--- src/rtl/lc3b_types.sv ---
// Shared LC-3b cache/memory types, including the eviction-buffer drain state.
package lc3b_types;

  typedef logic [127:0] lc3b_burst;
  typedef logic [11:0]  lc3b_tag;

  typedef enum logic {
    evb_idle  = 1'b0,
    evb_write = 1'b1
  } lc3b_evb_state;

  localparam int LC3B_LINE_OFFSET = 4;

endpackage

--- src/rtl/lc3b_evict_buffer_if.sv ---
// Cache-side push/lookup and memory-side write handshake of the eviction buffer.
interface lc3b_evict_buffer_if #(
  parameter int TAG_WIDTH  = 12,
  parameter int LINE_WIDTH = 128,
  parameter int ADDR_WIDTH = 16
);

  logic                  push;
  logic [TAG_WIDTH-1:0]  push_tag;
  logic [LINE_WIDTH-1:0] push_line;
  logic                  full;
  logic                  empty;
  logic [TAG_WIDTH-1:0]  lookup_tag;
  logic                  hit;
  logic [LINE_WIDTH-1:0] hit_line;
  logic                  pmem_write;
  logic [ADDR_WIDTH-1:0] pmem_address;
  logic [LINE_WIDTH-1:0] pmem_wdata;
  logic                  pmem_resp;

  modport master (
    output push, push_tag, push_line, lookup_tag, pmem_resp,
    input  full, empty, hit, hit_line, pmem_write, pmem_address, pmem_wdata
  );

  modport slave (
    input  push, push_tag, push_line, lookup_tag, pmem_resp,
    output full, empty, hit, hit_line, pmem_write, pmem_address, pmem_wdata
  );

endinterface

--- src/rtl/lc3b_evb_match.sv ---
// Combinational tag comparator: per-entry match vector and the index of the
// youngest match, scanning back from tail.
module lc3b_evb_match #(
  parameter int DEPTH     = 4,
  parameter int TAG_WIDTH = 12
) (
  input  logic [DEPTH-1:0][TAG_WIDTH-1:0] tags,
  input  logic [DEPTH-1:0]                valid,
  input  logic [TAG_WIDTH-1:0]            probe,
  input  logic [$clog2(DEPTH)-1:0]        tail,
  output logic [DEPTH-1:0]                match,
  output logic [$clog2(DEPTH)-1:0]        youngest
);

  localparam int PTR_W = $clog2(DEPTH);

  always_comb begin
    // NOTE: every combinational output gets a default before any conditional
    // assignment, otherwise synthesis infers a latch.
    match = '0;
    for (int i = 0; i < DEPTH; i++) begin
      match[i] = valid[i] && (tags[i] == probe);
    end
  end

  // Walk from oldest (age DEPTH) to youngest (age 1) so the last hit wins.
  always_comb begin
    youngest = '0;
    for (int age = DEPTH; age >= 1; age--) begin
      if (match[tail - PTR_W'(age)]) youngest = tail - PTR_W'(age);
    end
  end

endmodule

--- src/rtl/lc3b_evict_buffer.sv ---
// Write-back eviction buffer: FIFO of dirty victim lines drained to physical
// memory, with same-cycle lookup. LC3B_EVB_COALESCE_EN merges same-tag pushes.
module lc3b_evict_buffer
  import lc3b_types::*;
#(
  parameter int DEPTH        = 4,
  parameter int TAG_WIDTH    = $bits(lc3b_tag),
  parameter int LINE_WIDTH   = $bits(lc3b_burst),
  parameter int OFFSET_WIDTH = LC3B_LINE_OFFSET
) (
  input logic               clk,
  input logic               reset,
  lc3b_evict_buffer_if.slave bus
);

  localparam int PTR_W = $clog2(DEPTH);
  localparam int CNT_W = PTR_W + 1;

  logic [DEPTH-1:0][TAG_WIDTH-1:0]  tag_q;
  logic [DEPTH-1:0][LINE_WIDTH-1:0] line_q;
  logic [DEPTH-1:0]                 valid_q;
  logic [PTR_W-1:0]                 head_q, tail_q;
  logic [CNT_W-1:0]                 count_q;
  lc3b_evb_state                    state_q, state_d;

  logic             full;
  logic             pop;
  logic             alloc;
  logic [DEPTH-1:0] look_match;
  logic [PTR_W-1:0] look_idx;

  assign full = (count_q == CNT_W'(DEPTH));
  assign pop  = (state_q == evb_write) && bus.pmem_resp;

  lc3b_evb_match #(.DEPTH(DEPTH), .TAG_WIDTH(TAG_WIDTH)) u_lookup_match (
    .tags     (tag_q),
    .valid    (valid_q),
    .probe    (bus.lookup_tag),
    .tail     (tail_q),
    .match    (look_match),
    .youngest (look_idx)
  );

`ifdef LC3B_EVB_COALESCE_EN
  logic [DEPTH-1:0] coal_valid;
  logic [DEPTH-1:0] coal_match;
  logic [PTR_W-1:0] coal_idx;
  logic             coalesce;

  // The head being written to memory is frozen; a same-tag push behind it
  // must become a new entry.
  always_comb begin
    coal_valid = valid_q;
    if (state_q == evb_write) coal_valid[head_q] = 1'b0;
  end

  lc3b_evb_match #(.DEPTH(DEPTH), .TAG_WIDTH(TAG_WIDTH)) u_coal_match (
    .tags     (tag_q),
    .valid    (coal_valid),
    .probe    (bus.push_tag),
    .tail     (tail_q),
    .match    (coal_match),
    .youngest (coal_idx)
  );

  assign coalesce = bus.push && (|coal_match);
  assign alloc    = bus.push && !(|coal_match) && !full;
`else
  assign alloc = bus.push && !full;
`endif

  // Control state: pointers, count and valid bits.
  always_ff @(posedge clk) begin
    // NOTE: sequential state uses non-blocking assignments so every register
    // samples pre-edge values regardless of statement order.
    if (reset) begin
      head_q  <= '0;
      tail_q  <= '0;
      count_q <= '0;
      valid_q <= '0;
    end else begin
      if (alloc) begin
        valid_q[tail_q] <= 1'b1;
        tail_q          <= tail_q + 1'b1;
      end
      if (pop) begin
        valid_q[head_q] <= 1'b0;
        head_q          <= head_q + 1'b1;
      end
      case ({alloc, pop})
        2'b10:   count_q <= count_q + 1'b1;
        2'b01:   count_q <= count_q - 1'b1;
        default: count_q <= count_q;
      endcase
    end
  end

  // NOTE: the tag/line storage is deliberately not reset; valid_q alone
  // decides whether an entry is meaningful, which keeps the array RAM-friendly.
  always_ff @(posedge clk) begin
    if (alloc) begin
      tag_q[tail_q]  <= bus.push_tag;
      line_q[tail_q] <= bus.push_line;
    end
`ifdef LC3B_EVB_COALESCE_EN
    else if (coalesce) begin
      line_q[coal_idx] <= bus.push_line;
    end
`endif
  end

  // Drain FSM: state register, next-state logic, outputs.
  always_ff @(posedge clk) begin
    if (reset) state_q <= evb_idle;
    else       state_q <= state_d;
  end

  always_comb begin
    state_d = state_q;
    case (state_q)
      evb_idle:  if (count_q != '0)  state_d = evb_write;
      evb_write: if (bus.pmem_resp)  state_d = evb_idle;
      default:                       state_d = evb_idle;
    endcase
  end

  always_comb begin
    bus.pmem_write   = 1'b0;
    bus.pmem_address = '0;
    bus.pmem_wdata   = '0;
    if (state_q == evb_write) begin
      bus.pmem_write   = 1'b1;
      bus.pmem_address = {tag_q[head_q], {OFFSET_WIDTH{1'b0}}};
      bus.pmem_wdata   = line_q[head_q];
    end
  end

  assign bus.full     = full;
  assign bus.empty    = (count_q == '0);
  assign bus.hit      = |look_match;
  assign bus.hit_line = (|look_match) ? line_q[look_idx] : '0;

endmodule

--- src/flat_wrapper.sv ---
// flat-port wrapper written by rule: the top's interface ports become plain ports
module lc3b_evict_buffer_flat import lc3b_types::*;
#(
  parameter int DEPTH        = 4,
  parameter int TAG_WIDTH    = $bits(lc3b_tag),
  parameter int LINE_WIDTH   = $bits(lc3b_burst),
  parameter int OFFSET_WIDTH = LC3B_LINE_OFFSET
)
  (clk, reset, bus_push, bus_push_tag, bus_push_line, bus_lookup_tag, bus_pmem_resp, bus_full, bus_empty, bus_hit, bus_hit_line, bus_pmem_write, bus_pmem_address, bus_pmem_wdata);
  lc3b_evict_buffer_if #(.TAG_WIDTH(TAG_WIDTH), .LINE_WIDTH(LINE_WIDTH)) bus_i ();
  input logic clk;
  input logic reset;
  input wire logic [$bits(bus_i.push)-1:0] bus_push;
  input wire logic [$bits(bus_i.push_tag)-1:0] bus_push_tag;
  input wire logic [$bits(bus_i.push_line)-1:0] bus_push_line;
  input wire logic [$bits(bus_i.lookup_tag)-1:0] bus_lookup_tag;
  input wire logic [$bits(bus_i.pmem_resp)-1:0] bus_pmem_resp;
  output wire logic [$bits(bus_i.full)-1:0] bus_full;
  output wire logic [$bits(bus_i.empty)-1:0] bus_empty;
  output wire logic [$bits(bus_i.hit)-1:0] bus_hit;
  output wire logic [$bits(bus_i.hit_line)-1:0] bus_hit_line;
  output wire logic [$bits(bus_i.pmem_write)-1:0] bus_pmem_write;
  output wire logic [$bits(bus_i.pmem_address)-1:0] bus_pmem_address;
  output wire logic [$bits(bus_i.pmem_wdata)-1:0] bus_pmem_wdata;
  assign bus_i.push = bus_push;
  assign bus_i.push_tag = bus_push_tag;
  assign bus_i.push_line = bus_push_line;
  assign bus_i.lookup_tag = bus_lookup_tag;
  assign bus_i.pmem_resp = bus_pmem_resp;
  assign bus_full = bus_i.full;
  assign bus_empty = bus_i.empty;
  assign bus_hit = bus_i.hit;
  assign bus_hit_line = bus_i.hit_line;
  assign bus_pmem_write = bus_i.pmem_write;
  assign bus_pmem_address = bus_i.pmem_address;
  assign bus_pmem_wdata = bus_i.pmem_wdata;
  lc3b_evict_buffer #(.DEPTH(DEPTH), .TAG_WIDTH(TAG_WIDTH), .LINE_WIDTH(LINE_WIDTH), .OFFSET_WIDTH(OFFSET_WIDTH)) u_core (.clk(clk), .reset(reset), .bus(bus_i));
endmodule
--- config.mk ---
export PLATFORM = sky130hd
export DESIGN_NAME = lc3b_evict_buffer_flat
export DESIGN_NICKNAME = d
export VERILOG_FILES = /design/src/rtl/lc3b_types.sv /design/src/rtl/lc3b_evict_buffer_if.sv /design/src/rtl/lc3b_evb_match.sv /design/src/rtl/lc3b_evict_buffer.sv /design/src/flat_wrapper.sv
export SDC_FILE = /design/constraint.sdc
export NUM_CORES = 1
export LEC_CHECK = 0
export ABC_AREA = 1
export CAP_MARGIN = 25
export CORE_AREA = 4 4 413 293
export DETAILED_ROUTE_END_ITERATION = 10
export DIE_AREA = 0 0 417 297
export GPL_TIMING_DRIVEN = 0
export HOLD_SLACK_MARGIN = 0.03
export PLACE_DENSITY = 0.45
export SETUP_SLACK_MARGIN = 0.1
export SLEW_MARGIN = 20
export SYNTH_ARGS = -nofsm -noshare
export SYNTH_HDL_FRONTEND = slang
export SYNTH_SLANG_ARGS = --single-unit
export TNS_END_PERCENT = 20
--- constraint.sdc ---
create_clock -name clk -period 20.2 [get_ports clk]
set_clock_uncertainty 0.05 [all_clocks]
set_input_delay 2.02 -clock clk [delete_from_list [all_inputs] [get_ports clk]]
set_output_delay 2.02 -clock clk [all_outputs]
set_load 0.1 [all_outputs]
==> results.cfg <==
[status]
run_status = finished clean

[floorplan]
num_rows = 105
die_height_um = 297
core_area_sq_mm = 0.1167
die_w_um = 417
initial_core_util_pct = 24.90
i_o_pins = 432
die-area_sq_mm = 0.1238

[yosys]
synth.mux.area_fraction_pct = 0
synth.cell_area_sq_mm = 0.02904
synthesized_area_fraction_occupied_by_xor_and_xnor_cells_pct = 0.03016
yosys.area_share.adder_pct = 0.4566
synth_top_family_by_area = simple AND/OR/NAND/NOR gates
synthSimpleGateAreaFrac_pct = 16.10
ffs_latches_synth = 572
synth-compound-area-share_pct = 14.89
synth_seq_area_share_pct = 58.73
postSynthAreaPerCell_sq_um = 9.339
ys_types = 32
post_synth_inst_count = 3110
ys.warnings.count = 0

[detailed_routing]
drt-pass1-iter-count = 6
post_drt_via_cell_ratio = 4.842
wirelength_um = 126300
wire_length_per_cell_after_detailed_routing_um = 24.04
num_vias = 25452
final_antenna_net_count = 0
initialDrtViolationCount = 2475
drc = 0

[setup_path]
critPathRequiredTime_ns = 18.13
worstSetupStartpointType = input port
critPathKind = in2out
timing.critical_path.to = bus_hit_line[28]
end_kind = output pin
regToRegSetupSlack_ns = 17.11
number_of_cells_on_the_worst_reg_to_reg_path = 8
regToRegStartpoint = u_core.head_q[0]
timing.critical_path.from = bus_lookup_tag[9]
path_max_fanout = 10
regToRegEndpoint = u_core.head_q[1]
arrival_ns = 6.92

[placed_design]
buffer_ports.inserted = 427
gpl.final_weighted_congestion = 0.8358
hpwlAfterDp_um = 86820
dp_cells = 5120
place_ws_ns = 11.23

[timing]
min_period_ns = 8.990
setup_repair_after_global_routing_missed_its_margin = no
final_max_slew_viol_count = 0
fmax_ghz = 0.1112
worst_slew_pin_slew_ns = 1.124
finalHoldViolCount = 0
setup-violations-final = 0
finalSetupTns_ns = 0
fin_crit_sh_pct = 44.50
final_worst_path_setup_slack_ns = 11.21
max_slew_margin_pct = 24.80

[finish]
mostFrequentLayoutCell = sky130_fd_sc_hd__edfxtp_1
finalNonFillerCells = 5256
synthToLayoutAreaGrowth_pct = 31.87
num-nets-final = 3806
layout_common_cells = sky130_fd_sc_hd__edfxtp_1, sky130_fd_sc_hd__a21oi_1, sky130_fd_sc_hd__inv_1
finish.utilization_pct = 32.83
drive_gt1_share_pct = 7.145

[clock_tree]
num_cts_buffers = 69
cts.htree.levels = 3
post_cts_buffers = 0
cts_repair_resize_count = 0
clock_sinks = 572
worst_skew_pair.late_latency_ns = 0.64
hold_buffers = 0
cts.reportedPaths.clkPinSlew_ns = 0.06
ctsRootBufferMaster = sky130_fd_sc_hd__clkbuf_16
cts-root-to-sink-buffers = 3
cts_tree = done

[power_and_ir_drop]
static_leakage_power_nw = 14.26
vdd_ir_drop_max_v = 0.00005188
pwr_cell_area_mw_per_mm2 = 97.65
power_mw = 3.740

[flow_run]
cap_violations = 0

[global_routing]
grt_usage_pct = 19.66
grt_pass1_wl_um = 178500
antenna_found_initial = 20
grt_max_degree = 71
grt_overflow_total = 0
grt_pass1_vias = 24451

[min_path]
holdPathStages = 2
worstHoldPathType = reg2reg
## worst min path at each step
stage	start	to
finish	u_core.valid_q[1]	u_core.valid_q[1]
global route	u_core.valid_q[0]	u_core.valid_q[0]
floorplan	u_core.valid_q[0]	u_core.valid_q[0]
global placement	u_core.count_q[2]	u_core.count_q[2]
detailed placement	u_core.valid_q[0]	u_core.valid_q[0]
CTS	u_core.count_q[2]	u_core.count_q[2]
## synth_stat cells
master,count,share of area (%)
sky130_fd_sc_hd__a21boi_0,1,0.026
sky130_fd_sc_hd__a21oi_1,557,9.6
sky130_fd_sc_hd__a221oi_1,3,0.090
sky130_fd_sc_hd__buf_1,19,0.25
sky130_fd_sc_hd__buf_2,85,1.5
sky130_fd_sc_hd__buf_4,4,0.10
sky130_fd_sc_hd__buf_6,14,0.54
sky130_fd_sc_hd__clkbuf_1,116,1.5
sky130_fd_sc_hd__clkinv_1,2,0.026
sky130_fd_sc_hd__conb_1,1,0.013
sky130_fd_sc_hd__dfxtp_1,12,0.83
sky130_fd_sc_hd__edfxtp_1,560,58
sky130_fd_sc_hd__fa_1,1,0.069
sky130_fd_sc_hd__ha_1,9,0.39
sky130_fd_sc_hd__inv_1,444,5.7
sky130_fd_sc_hd__inv_2,13,0.17
sky130_fd_sc_hd__nand2_1,405,5.2
sky130_fd_sc_hd__nand2_2,1,0.022
sky130_fd_sc_hd__nand2_4,3,0.12
sky130_fd_sc_hd__nand3_1,397,6.8
sky130_fd_sc_hd__nand3_4,1,0.060
sky130_fd_sc_hd__nand3b_1,128,3.3
sky130_fd_sc_hd__nand4_1,1,0.022
sky130_fd_sc_hd__nor2_1,29,0.37
sky130_fd_sc_hd__nor2_2,1,0.022
sky130_fd_sc_hd__nor3_1,2,0.034
sky130_fd_sc_hd__o211ai_1,5,0.13
sky130_fd_sc_hd__o21ai_0,290,5.0
sky130_fd_sc_hd__o21ai_1,1,0.017
sky130_fd_sc_hd__o2bb2ai_1,1,0.030
sky130_fd_sc_hd__or2_0,3,0.065
sky130_fd_sc_hd__xnor2_1,1,0.030
## sequential cells by signal, indices dropped and copies added (netlist names)
name / cells
u_core.count_q: 3
u_core.valid_q: 4
u_core.tail_q: 2
u_core.line_q: 512
u_core.state_q: 1
u_core.head_q: 2
u_core.tag_q: 48
## stage by stage
step,instance area [sq um],hold WS [ns]
after floorplan,29060,0.3943
after global placement,35270,0.4298
after detailed placement,36060,0.4394
after CTS,38280,0.4517
after global routing,38290,0.4736
final,38300,0.4492
## worst max-delay path: stages
cell and delay (ns):
sky130_fd_sc_hd__clkdlybuf4s50_1 0.49, sky130_fd_sc_hd__xnor2_1 0.47, sky130_fd_sc_hd__nand3_1 0.20, sky130_fd_sc_hd__nor2_1 0.25
sky130_fd_sc_hd__nand2_1 0.11, sky130_fd_sc_hd__nand2_1 0.09, sky130_fd_sc_hd__nand3_1 0.09, sky130_fd_sc_hd__o21ai_0 0.17
sky130_fd_sc_hd__nand2_1 0.07, sky130_fd_sc_hd__nand2_1 0.19, sky130_fd_sc_hd__buf_2 0.46, sky130_fd_sc_hd__buf_2 0.36
sky130_fd_sc_hd__nand3_1 0.13, sky130_fd_sc_hd__a21oi_1 0.53, sky130_fd_sc_hd__clkdlybuf4s50_1 1.26
## report_power, final
group / internal [mW] / switching [mW]
combinational: 0.252 / 0.840
sequential: 1.38 / 0.0218
clock: 0.717 / 0.532
total: 2.35 / 1.39
## layout make-up
type / count / area, sq um
Antenna cell: 10 / 25.02
Buffer: 238 / 1131
Clock buffer: 85 / 1797
Clock inverter: 41 / 416.7
Fill cell: 12103 / 78360
Inverter: 459 / 1745
Multi-Input combinational cell: 1844 / 9164
Sequential cell: 572 / 17060
Tap cell: 1551 / 1941
Timing Repair Buffer: 456 / 5025
## kinds of logic (layout without fill, tap and decap cells)
family,count (synthesis),count (layout)
other cells,1,14
compound gates,858,858
simple gates,971,971
flops,572,572
fa+ha+maj,10,10
xor+xnor,1,1
buf+inv,697,1279
## routing by layer
layer  GRT usage (%)  routed length (um)  share of wire [%]  vias to the layer above
met3           4.189                9148                7.2                      136
met5               0                   0                  0                        -
met1           27.72               57260                 45                    12535
met2           30.69               57320                 45                      970
met4           4.987                2610                2.1                        0
li1                -                   -                  -                    11811
(Power assumes the default switching activity.)
